--- src/rtl/uart_pkg.sv ---
// Shared types for the UART transmit path.
// Holds the launch-sequencer state encoding and width defaults.
package uart_pkg;

  localparam int UART_DATA_WIDTH = 8;

  typedef enum logic [1:0] {
    TXF_IDLE,
    TXF_WAIT_DONE,
    TXF_GAP
  } txf_state_t;

endpackage

--- src/rtl/sync_fifo.sv ---
// Single-clock FIFO with count-derived full/empty and registered read data.
// Flush clears pointers and count but leaves the last read byte in place.
module sync_fifo
  import uart_pkg::*;
#(
  parameter int DATA_WIDTH = UART_DATA_WIDTH,
  parameter int DEPTH      = 16
) (
  input  logic                       clk,
  input  logic                       rst,
  input  logic                       wr_en,
  input  logic [DATA_WIDTH-1:0]      wr_data,
  input  logic                       rd_en,
  output logic [DATA_WIDTH-1:0]      rd_data,
  input  logic                       flush,
  output logic                       full,
  output logic                       empty,
  output logic [$clog2(DEPTH+1)-1:0] count
);

  localparam int AW = $clog2(DEPTH);
  localparam int CW = $clog2(DEPTH+1);

  logic [DATA_WIDTH-1:0] mem_q [DEPTH];
  logic [AW-1:0]         wr_ptr_q, wr_ptr_d;
  logic [AW-1:0]         rd_ptr_q, rd_ptr_d;
  logic [CW-1:0]         count_q, count_d;
  logic [DATA_WIDTH-1:0] rd_data_q, rd_data_d;
  logic                  wr_ok, rd_ok;

  assign full    = (count_q == CW'(DEPTH));
  assign empty   = (count_q == '0);
  assign count   = count_q;
  assign rd_data = rd_data_q;

  // Flush discards a same-cycle write.
  assign wr_ok = wr_en & ~full & ~flush;
  assign rd_ok = rd_en & ~empty;

  always_comb begin
    wr_ptr_d  = wr_ptr_q;
    rd_ptr_d  = rd_ptr_q;
    count_d   = count_q;
    rd_data_d = rd_data_q;
    if (rd_ok) begin
      rd_data_d = mem_q[rd_ptr_q];
      rd_ptr_d  = rd_ptr_q + AW'(1);
    end
    if (wr_ok) begin
      wr_ptr_d = wr_ptr_q + AW'(1);
    end
    unique case (1'b1)
      flush: begin
        wr_ptr_d = '0;
        rd_ptr_d = '0;
        count_d  = '0;
      end
      (wr_ok && !rd_ok): count_d = count_q + CW'(1);
      (rd_ok && !wr_ok): count_d = count_q - CW'(1);
      default: count_d = count_q;
    endcase
  end

  always_ff @(posedge clk) begin
    if (wr_ok) begin
      mem_q[wr_ptr_q] <= wr_data;
    end
  end

  always_ff @(posedge clk or negedge rst) begin
    if (!rst) begin
      wr_ptr_q  <= '0;
      rd_ptr_q  <= '0;
      count_q   <= '0;
      rd_data_q <= '0;
    end else begin
      wr_ptr_q  <= wr_ptr_d;
      rd_ptr_q  <= rd_ptr_d;
      count_q   <= count_d;
      rd_data_q <= rd_data_d;
    end
  end

endmodule

--- src/rtl/uart_tx_fifo.sv ---
// Transmit byte buffer plus launch sequencer feeding the UART transmitter.
// Paces launches on done_tx/tx_active and flags overflow and stuck frames.
module uart_tx_fifo
  import uart_pkg::*;
#(
  parameter int DATA_WIDTH     = UART_DATA_WIDTH,
  parameter int DEPTH          = 16,
  parameter int TIMEOUT_CYCLES = 65536
) (
  input  logic                       clk,
  input  logic                       rst,
  input  logic                       wr_en,
  input  logic [DATA_WIDTH-1:0]      wr_data,
  input  logic                       flush,
  output logic                       full,
  output logic                       empty,
  output logic [$clog2(DEPTH+1)-1:0] count,
  output logic                       overflow,
  output logic                       timeout_err,
  output logic                       busy,
  output logic                       start,
  output logic [DATA_WIDTH-1:0]      tx_data_in,
  input  logic                       done_tx,
  input  logic                       tx_active
);

  localparam int TW = $clog2(TIMEOUT_CYCLES+1);

  txf_state_t state_q, state_d;
  logic [TW-1:0] timer_q, timer_d;
  logic start_q, start_d;
  logic overflow_q, overflow_d;
  logic timeout_q, timeout_d;
  logic pop;

  // The FIFO read register doubles as the held UART data byte.
  sync_fifo #(
    .DATA_WIDTH(DATA_WIDTH),
    .DEPTH     (DEPTH)
  ) u_fifo (
    .clk    (clk),
    .rst    (rst),
    .wr_en  (wr_en),
    .wr_data(wr_data),
    .rd_en  (pop),
    .rd_data(tx_data_in),
    .flush  (flush),
    .full   (full),
    .empty  (empty),
    .count  (count)
  );

  always_comb begin
    state_d    = state_q;
    timer_d    = timer_q;
    start_d    = 1'b0;
    timeout_d  = timeout_q;
    overflow_d = overflow_q;
    pop        = 1'b0;
    unique case (1'b1)
      flush:          overflow_d = 1'b0;
      (wr_en & full): overflow_d = 1'b1;
      default:        overflow_d = overflow_q;
    endcase
    unique case (state_q)
      TXF_IDLE: begin
        if (!empty && !tx_active) begin
          pop     = 1'b1;
          start_d = 1'b1;
          timer_d = '0;
          state_d = TXF_WAIT_DONE;
        end
      end
      TXF_WAIT_DONE: begin
        timer_d = timer_q + TW'(1);
        if (done_tx) begin
          state_d = TXF_GAP;
        end else if (timer_q == TW'(TIMEOUT_CYCLES-1)) begin
          timeout_d = 1'b1;
          state_d   = TXF_GAP;
        end
      end
      TXF_GAP: state_d = TXF_IDLE;
      default: state_d = TXF_IDLE;
    endcase
  end

  always_ff @(posedge clk or negedge rst) begin
    if (!rst) begin
      state_q    <= TXF_IDLE;
      timer_q    <= '0;
      start_q    <= 1'b0;
      overflow_q <= 1'b0;
      timeout_q  <= 1'b0;
    end else begin
      state_q    <= state_d;
      timer_q    <= timer_d;
      start_q    <= start_d;
      overflow_q <= overflow_d;
      timeout_q  <= timeout_d;
    end
  end

  assign start       = start_q;
  assign overflow    = overflow_q;
  assign timeout_err = timeout_q;
  assign busy        = (state_q != TXF_IDLE);

endmodule

--- config.mk ---
export PLATFORM = sky130hd
export DESIGN_NAME = uart_tx_fifo
export DESIGN_NICKNAME = d
export VERILOG_FILES = /design/src/rtl/uart_pkg.sv /design/src/rtl/sync_fifo.sv /design/src/rtl/uart_tx_fifo.sv
export SDC_FILE = /design/constraint.sdc
export NUM_CORES = 1
export LEC_CHECK = 0
export BUFFER_PORTS_ARGS = -buffer_cell sky130_fd_sc_hd__buf_2
export CAP_MARGIN = 30
export CORE_MARGIN = 1
export CORE_UTILIZATION = 35
export CTS_CLUSTER_DIAMETER = 50
export DETAILED_ROUTE_END_ITERATION = 6
export PLACE_DENSITY = 0.55
export SYNTH_ARGS = -nofsm -noshare
export SYNTH_HDL_FRONTEND = slang
export SYNTH_HIERARCHICAL = 1
export SYNTH_SLANG_ARGS = --single-unit
export TNS_END_PERCENT = 50
--- constraint.sdc ---
create_clock -name clk -period 7.9 [get_ports clk]
set_input_delay 0.395 -clock clk [delete_from_list [all_inputs] [get_ports clk]]
set_output_delay 0.395 -clock clk [all_outputs]
set_load 0.02 [all_outputs]
==> results.json, run 1 <==
{
  "leakage_nw": 2.93,
  "pin_count": 33,
  "crit_path_end_kind": "flip-flop",
  "wl_met1_um": 6170,
  "fmax_mhz": 236,
  "outcome": "finished clean",
  "postCtsSetupBuffers": 0,
  "antenna_found_initial": 0,
  "mostFrequentLayoutCells": "128 x edfxtp_1, 42 x dfrtp_1, 32 x buf_2, 32 x mux4_2, 24 x nand2_1",
  "place_area_um2": 7630,
  "avgSynthCellArea_um2": 16.5,
  "cp.arrival_ns": 4.55,
  "worstSetupEndpoint": "u_fifo/count[4]",
  "post-route-period-util_pct": 53.7,
  "hold-worst-slack_ns": 0.180,
  "yosysWarnings": 6,
  "drc_errors": 0,
  "rsz0062_at_grt": "false",
  "final_common_cell": "edfxtp_1",
  "critical_path_class": "reg2reg",
  "synth_edf_count": 128,
  "fin_tns_setup_ns": 0,
  "grt_pass1_wl_um": 22100,
  "routed_wl_um": 14000,
  "core_um2": 20200,
  "initialDrtViolationCount": 231,
  "grt_pass1_vias": 3920,
  "numClockSinks": 171,
  "grt-ovfl-total": 0,
  "die_w_um": 145,
  "dp_hpwl_um": 9280,
  "synth_cells": 437,
  "synthFlopType": "edfxtp_1",
  "dieArea_um2": 21100,
  "layout.cells.non_filler": 759,
  "finish.instance_area_um2": 8230,
  "maxSlewViolCount": 0,
  "port_buffers": 32,
  "numCtsBuffers": 17,
  "dr.max_layer_used": "met4",
  "crit_start": "u_fifo/count[1]",
  "dp.cells": 726,
  "worst-r2r-cell-count": 13,
  "syn_to_final_growth_pct": 14.5,
  "fin_skew_ns": 0.00803,
  "syn_nets": 464,
  "wl_met2_um": 7250,
  "grtUsageTotal_pct": 14.1,
  "slew_headroom_pct": 36.2,
  "clk_path_buf_depth": 2,
  "clkSlewWorstSetupHoldPaths_ns": 0.06,
  "tightest_slew_ns": 0.954,
  "initial_core_util_pct": 35.7,
  "ff2ff_setup_slack_ns": 3.66,
  "fin_crit_ns": 4.24,
  "root_buffer": "clkbuf_16",
  "place.gp.congestion": 0.804,
  "reg2reg_to": "u_fifo/count[4]",
  "fillerInstances": 1831,
  "routed_via_density": 4.97,
  "vias": 3774,
  "htree_levels": 4,
  "maxCapViolCount": 0,
  "grt_max_degree": 36,
  "dieHeight_um": 145,
  "wl_per_cell_um": 18.4,
  "final_nets": 503,
  "final-hold-violation-count": 0,
  "finalSetupViolCount": 0,
  "async_flop_share_pct": 25.1,
  "cp_max_fo": 21,
  "r2r-start": "u_fifo/count[1]",
  "drt_first_pass_iters": 4,
  "ys_types": 56,
  "syn_area_um2": 7190,
  "crit_required_ns": 8.21,
  "routed-wl-met3_um": 356,
  "hp-class": "in2reg",
  "ys_ff_latch": 171,
  "layout-drive-gt1-share_pct": 24.5,
  "finalPower_mw": 2.20,
  "clk_latency_ns": 0.43,
  "start_kind": "flip-flop",
  "cts_tree": "yes",
  "antenna_cells": 0,
  "ant_nets": 0,
  "rows": 52,
  "yosysSeqAreaShare_pct": 68.4,
  "cellPowerDensity_nw_per_um2": 267,
  "irDropWorstVdd_v": 0.000174
}
## worst max-delay path: stages, from the launching register on
cell and delay (ns):
dfrtp_1 0.44, or4_4 0.62, nor2_1 0.20, or3_1 0.47, clkinv_8 0.13, o21ai_4 0.11, inv_2 0.19, ha_1 0.36
ha_1 0.35, nor2b_1 0.14, o21ai_0 0.36, a211oi_1 0.14, a311o_1 0.34, a32o_1 0.24
## cell type report
cell class | count | area, µm² | share of cell area (%)
Clock buffer | 21 | 460 | 5.59
Clock inverter | 11 | 134 | 1.63
Inverter | 19 | 83.8 | 1.02
Multi-Input combinational cell | 231 | 2090 | 25.4
Sequential cell | 171 | 4920 | 59.8
Tap cell | 270 | 338 | 4.10
Timing Repair Buffer | 36 | 205 | 2.49
## logic make-up after synthesis
group	after synthesis	synth area share, %
XOR/XNOR	10	1.22
adder cells (fa/ha/maj)	13	2.37
AO/OA/AOI/OAI	60	5.53
AND/OR/NAND/NOR	102	7.83
multiplexers	46	12.1
buffers and inverters	35	2.52
flip-flops	171	68.4
## metal layers
layer	GRT usage (%)	vias up
met5	0	-
met4	5.79	0
met3	2.66	14
met2	23.8	55
met1	17.9	1934
li1	-	1771
## power breakdown
part	switching (mW)	internal, mW	total, mW
Clock	0.344	0.488	0.832
Sequential	0.0537	1.02	1.07
Combinational	0.190	0.106	0.296
Total	0.587	1.61	2.20
## worst min path at each step
| stage | endpoint | cells past startpoint | from | slack (ns) |
|---|---|---|---|---|
| 2_1_floorplan | overflow | 0 | rst | 0.1 |
| 3_3_place_gp | timeout_err | 1 | timeout_err | 0.43 |
| 3_5_place_dp | overflow | 1 | rst | 0.36 |
| 4_1_cts | state_q[0] | 2 | done_tx | 0.16 |
| 5_1_grt | state_q[0] | 2 | done_tx | 0.17 |
| 6_report | state_q[0] | 2 | done_tx | 0.18 |
## per-stage QoR
step,setup WS (ns),util [%]
global route,3.42,40.8
finish,3.66,40.8
detailed placement,3.66,37.8
CTS,3.65,40.8
global placement,3.84,37.7
floorplan,3.93,-
## flip-flops by register name, indices dropped and copies added (netlist names)
| signal | count |
|---|---|
| u_fifo/mem_q | 128 |
| timer_q | 17 |
| u_fifo/rd_data | 8 |
| u_fifo/count | 5 |
| u_fifo/rd_ptr_q | 4 |
| u_fifo/wr_ptr_q | 4 |
| state_q | 2 |
| overflow | 1 |
| start | 1 |
| timeout_err | 1 |
## cells in the mapped netlist (3+ instances only)
| cell | number | share of area (%) |
|---|---|---|
| a21o_1 | 3 | 0.31 |
| a21oi_1 | 15 | 1.0 |
| and2_1 | 12 | 1.0 |
| and3_1 | 4 | 0.35 |
| buf_2 | 3 | 0.21 |
| buf_4 | 3 | 0.31 |
| buf_6 | 3 | 0.47 |
| clkbuf_1 | 7 | 0.37 |
| dfrtp_1 | 43 | 15 |
| edfxtp_1 | 128 | 53 |
| ha_1 | 12 | 2.1 |
| inv_1 | 17 | 0.89 |
| mux2_2 | 8 | 1.3 |
| mux2i_1 | 6 | 0.84 |
| mux4_2 | 32 | 10 |
| nand2_1 | 24 | 1.3 |
| nand2b_1 | 3 | 0.26 |
| nand3_1 | 10 | 0.70 |
| nand4_1 | 3 | 0.26 |
| nor2_1 | 21 | 1.1 |
| nor2b_1 | 4 | 0.35 |
| nor4_1 | 5 | 0.44 |
| o21ai_0 | 6 | 0.42 |
| o22ai_1 | 16 | 1.4 |
| o31ai_1 | 6 | 0.63 |
| xnor2_1 | 3 | 0.37 |
| xor2_1 | 7 | 0.85 |
## timing repair
item,in CTS,in global routing
hold buffers,1,0
gates resized for setup,0,0
endpoints found under the hold margin,16,0
No activity file was read; power rests on OpenSTA's default activity.
==> inputs of run 2 (changes only) <==
Settings changed: PLACE_DENSITY 0.55 to 0.57.
Clock period 7.9 ns to 3.9 ns, I/O delays scaled along.
==> run 2 against run 1 <==
  * Clock power is 100% higher
  * First-iteration DRC count is 8.2% lower
  * Clock-buffer cell count is 4 lower
  * Combinational power is 110% higher
  * Non-clock buffer count is 4 higher
  * Utilization is 0.22 points higher
  * Via count is 2.7% higher
  * Maximum frequency is 18% higher
==> results.json, run 2 (synthesis results as in run 1) <==
{
  "outcome": "finished clean",
  "p_int_mw": 3.20,
  "antenna_cells": 0,
  "post-route-period-util_pct": 92.0,
  "cp_max_fo": 7,
  "pwr-share-comb_pct": 14.0,
  "dieArea_um2": 21100,
  "seqPwrFrac_pct": 48.5,
  "fin_skew_ns": 0.0172,
  "tightest_slew_ns": 0.980,
  "place.gp.congestion": 0.812,
  "ant_nets": 0,
  "reg2reg_to": "u_fifo/count[4]",
  "layout.cells.non_filler": 763,
  "drc_errors": 0,
  "leakage_nw": 2.94,
  "slew_headroom_pct": 34.4,
  "initial_core_util_pct": 35.7,
  "dieHeight_um": 145,
  "crit_required_ns": 4.20,
  "crit_path_frequent_cell": "ha_1",
  "clockPowerShare_pct": 37.6,
  "rows": 52,
  "crit_path_end_kind": "flip-flop",
  "fin_tns_setup_ns": 0,
  "worstHoldStart": "wr_en",
  "grt_max_degree": 34,
  "dp.cells": 729,
  "fin_crit_ns": 3.59,
  "die_w_um": 145,
  "rsz0062_at_grt": "false",
  "grtUsageTotal_pct": 14.2,
  "crit_start": "u_fifo/count[1]",
  "r2r-start": "u_fifo/count[1]",
  "top_register": "u_fifo/mem_q",
  "pin_count": 33,
  "routed_via_density": 5.08,
  "cp_slowest_cell": "or4_4",
  "numCtsBuffers": 17,
  "fillerInstances": 1855,
  "wl_per_cell_um": 18.5,
  "antenna_found_initial": 0,
  "final-hold-violation-count": 0,
  "clk_latency_ns": 0.43,
  "clk_path_buf_depth": 2,
  "port_buffers": 32,
  "largest_reg_flops": 128,
  "holdPathEnd": "overflow",
  "cp.arrival_ns": 3.89,
  "root_buffer": "clkbuf_16",
  "start_kind": "flip-flop",
  "finalSetupViolCount": 0,
  "cts_tree": "yes",
  "ff2ff_setup_slack_ns": 0.31,
  "drt_first_pass_iters": 4,
  "worstPathCellList": "or4_4, nor2_2, or3_1, clkinv_8, o21ai_4, inv_2, ha_1, ha_1, nor2b_1, o21ai_1, a211oi_1, a311o_1, a32o_1",
  "routed_wl_um": 14100,
  "final_nets": 507,
  "fin_util_pct": 41.0,
  "layout-drive-gt1-share_pct": 25.6,
  "grt_pass1_vias": 3878,
  "maxSlewViolCount": 0,
  "critical_path_class": "reg2reg",
  "dp_hpwl_um": 9300,
  "irDropWorstVdd_v": 0.000344,
  "p_switching_mw": 1.26,
  "hp-class": "in2reg",
  "maxCapViolCount": 0,
  "vias": 3875,
  "syn_to_final_growth_pct": 15.1,
  "htree_levels": 4,
  "grt-ovfl-total": 0,
  "numClockSinks": 171,
  "cellPowerDensity_nw_per_um2": 539,
  "fmax_mhz": 279,
  "min_path_cells": 3,
  "slowest_delay_ns": 0.61,
  "swShare_pct": 28.2,
  "worst-r2r-cell-count": 13,
  "final_common_cell": "edfxtp_1",
  "mostFrequentLayoutCells": "128 x edfxtp_1, 41 x dfrtp_1, 32 x buf_2, 32 x mux4_2, 24 x nand2_1",
  "clkSlewWorstSetupHoldPaths_ns": 0.07,
  "grt_pass1_wl_um": 22300,
  "initialDrtViolationCount": 212,
  "core_um2": 20200
}
[run 2: worst max-delay path by stage]
stage | to | slack, ns | cells after the start
after floorplan | u_fifo/count[4] | 0.06 | 15
after global placement | u_fifo/count[4] | 0.32 | 13
after detailed placement | u_fifo/count[4] | 0.19 | 13
after CTS | u_fifo/count[4] | 0.16 | 13
after global routing | u_fifo/count[4] | 0.13 | 13
final | u_fifo/count[4] | 0.31 | 13
[run 2: final cells by class]
cell class / instances / area (µm²) / area share [%]
sequential: 171 / 4920 / 59.5
multi-input combinational: 231 / 2090 / 25.3
tap: 270 / 338 / 4.08
inverter: 19 / 83.8 / 1.01
clock buffer: 17 / 425 / 5.14
timing repair buffer: 40 / 238 / 2.87
clock inverter: 15 / 178 / 2.15
[run 2: worst max-delay path: cells and delay by family (launching register included)]
| kind | cells | cell delay, ns |
|---|---|---|
| compound gates | 5 | 1.06 |
| fa+ha+maj | 2 | 0.64 |
| buf+inv | 2 | 0.16 |
| flops | 1 | 0.43 |
| simple gates | 4 | 1.17 |
[run 2: what timing repair did]
| action | in CTS | in global routing |
|---|---|---|
| resized for setup | 0 | 1 |
| hold buffers | 2 | 0 |
| setup buffers | 0 | 0 |
| hold endpoints to repair | 20 | 0 |
| setup endpoints to repair | 0 | 1 |
[run 2: power by group through the flow]
stage / sequential (mW) / combinational (mW) / clock [mW]
after floorplan: 2.24 / 0.371 / 0
after global placement: 2.19 / 0.610 / 0
after detailed placement: 2.20 / 0.624 / 0
after CTS: 2.16 / 0.628 / 1.72
after global routing: 2.18 / 0.681 / 1.80
final: 2.16 / 0.623 / 1.68
[run 2: through the flow]
step | instance area (µm²) | hold WS (ns) | setup slack [ns] | power [mW]
finish | 8280 | 0.0535 | 0.310 | 4.46
global route | 8280 | 0.0935 | 0.132 | 4.66
CTS | 8280 | 0.0407 | 0.163 | 4.51
detailed placement | 7650 | 0.195 | 0.188 | 2.82
global placement | 7630 | 0.413 | 0.317 | 2.80
floorplan | 7190 | -0.101 | 0.0597 | 2.61
[run 2: routing by layer]
layer  vias to the layer above  share of wire (%)  global-route usage [%]
li1                       1775                  -                       -
met1                      2025                 46                    18.6
met2                        62                 51                    23.6
met3                        13                2.3                    3.32
met4                         0                1.0                    4.58
met5                         -                  0                       0
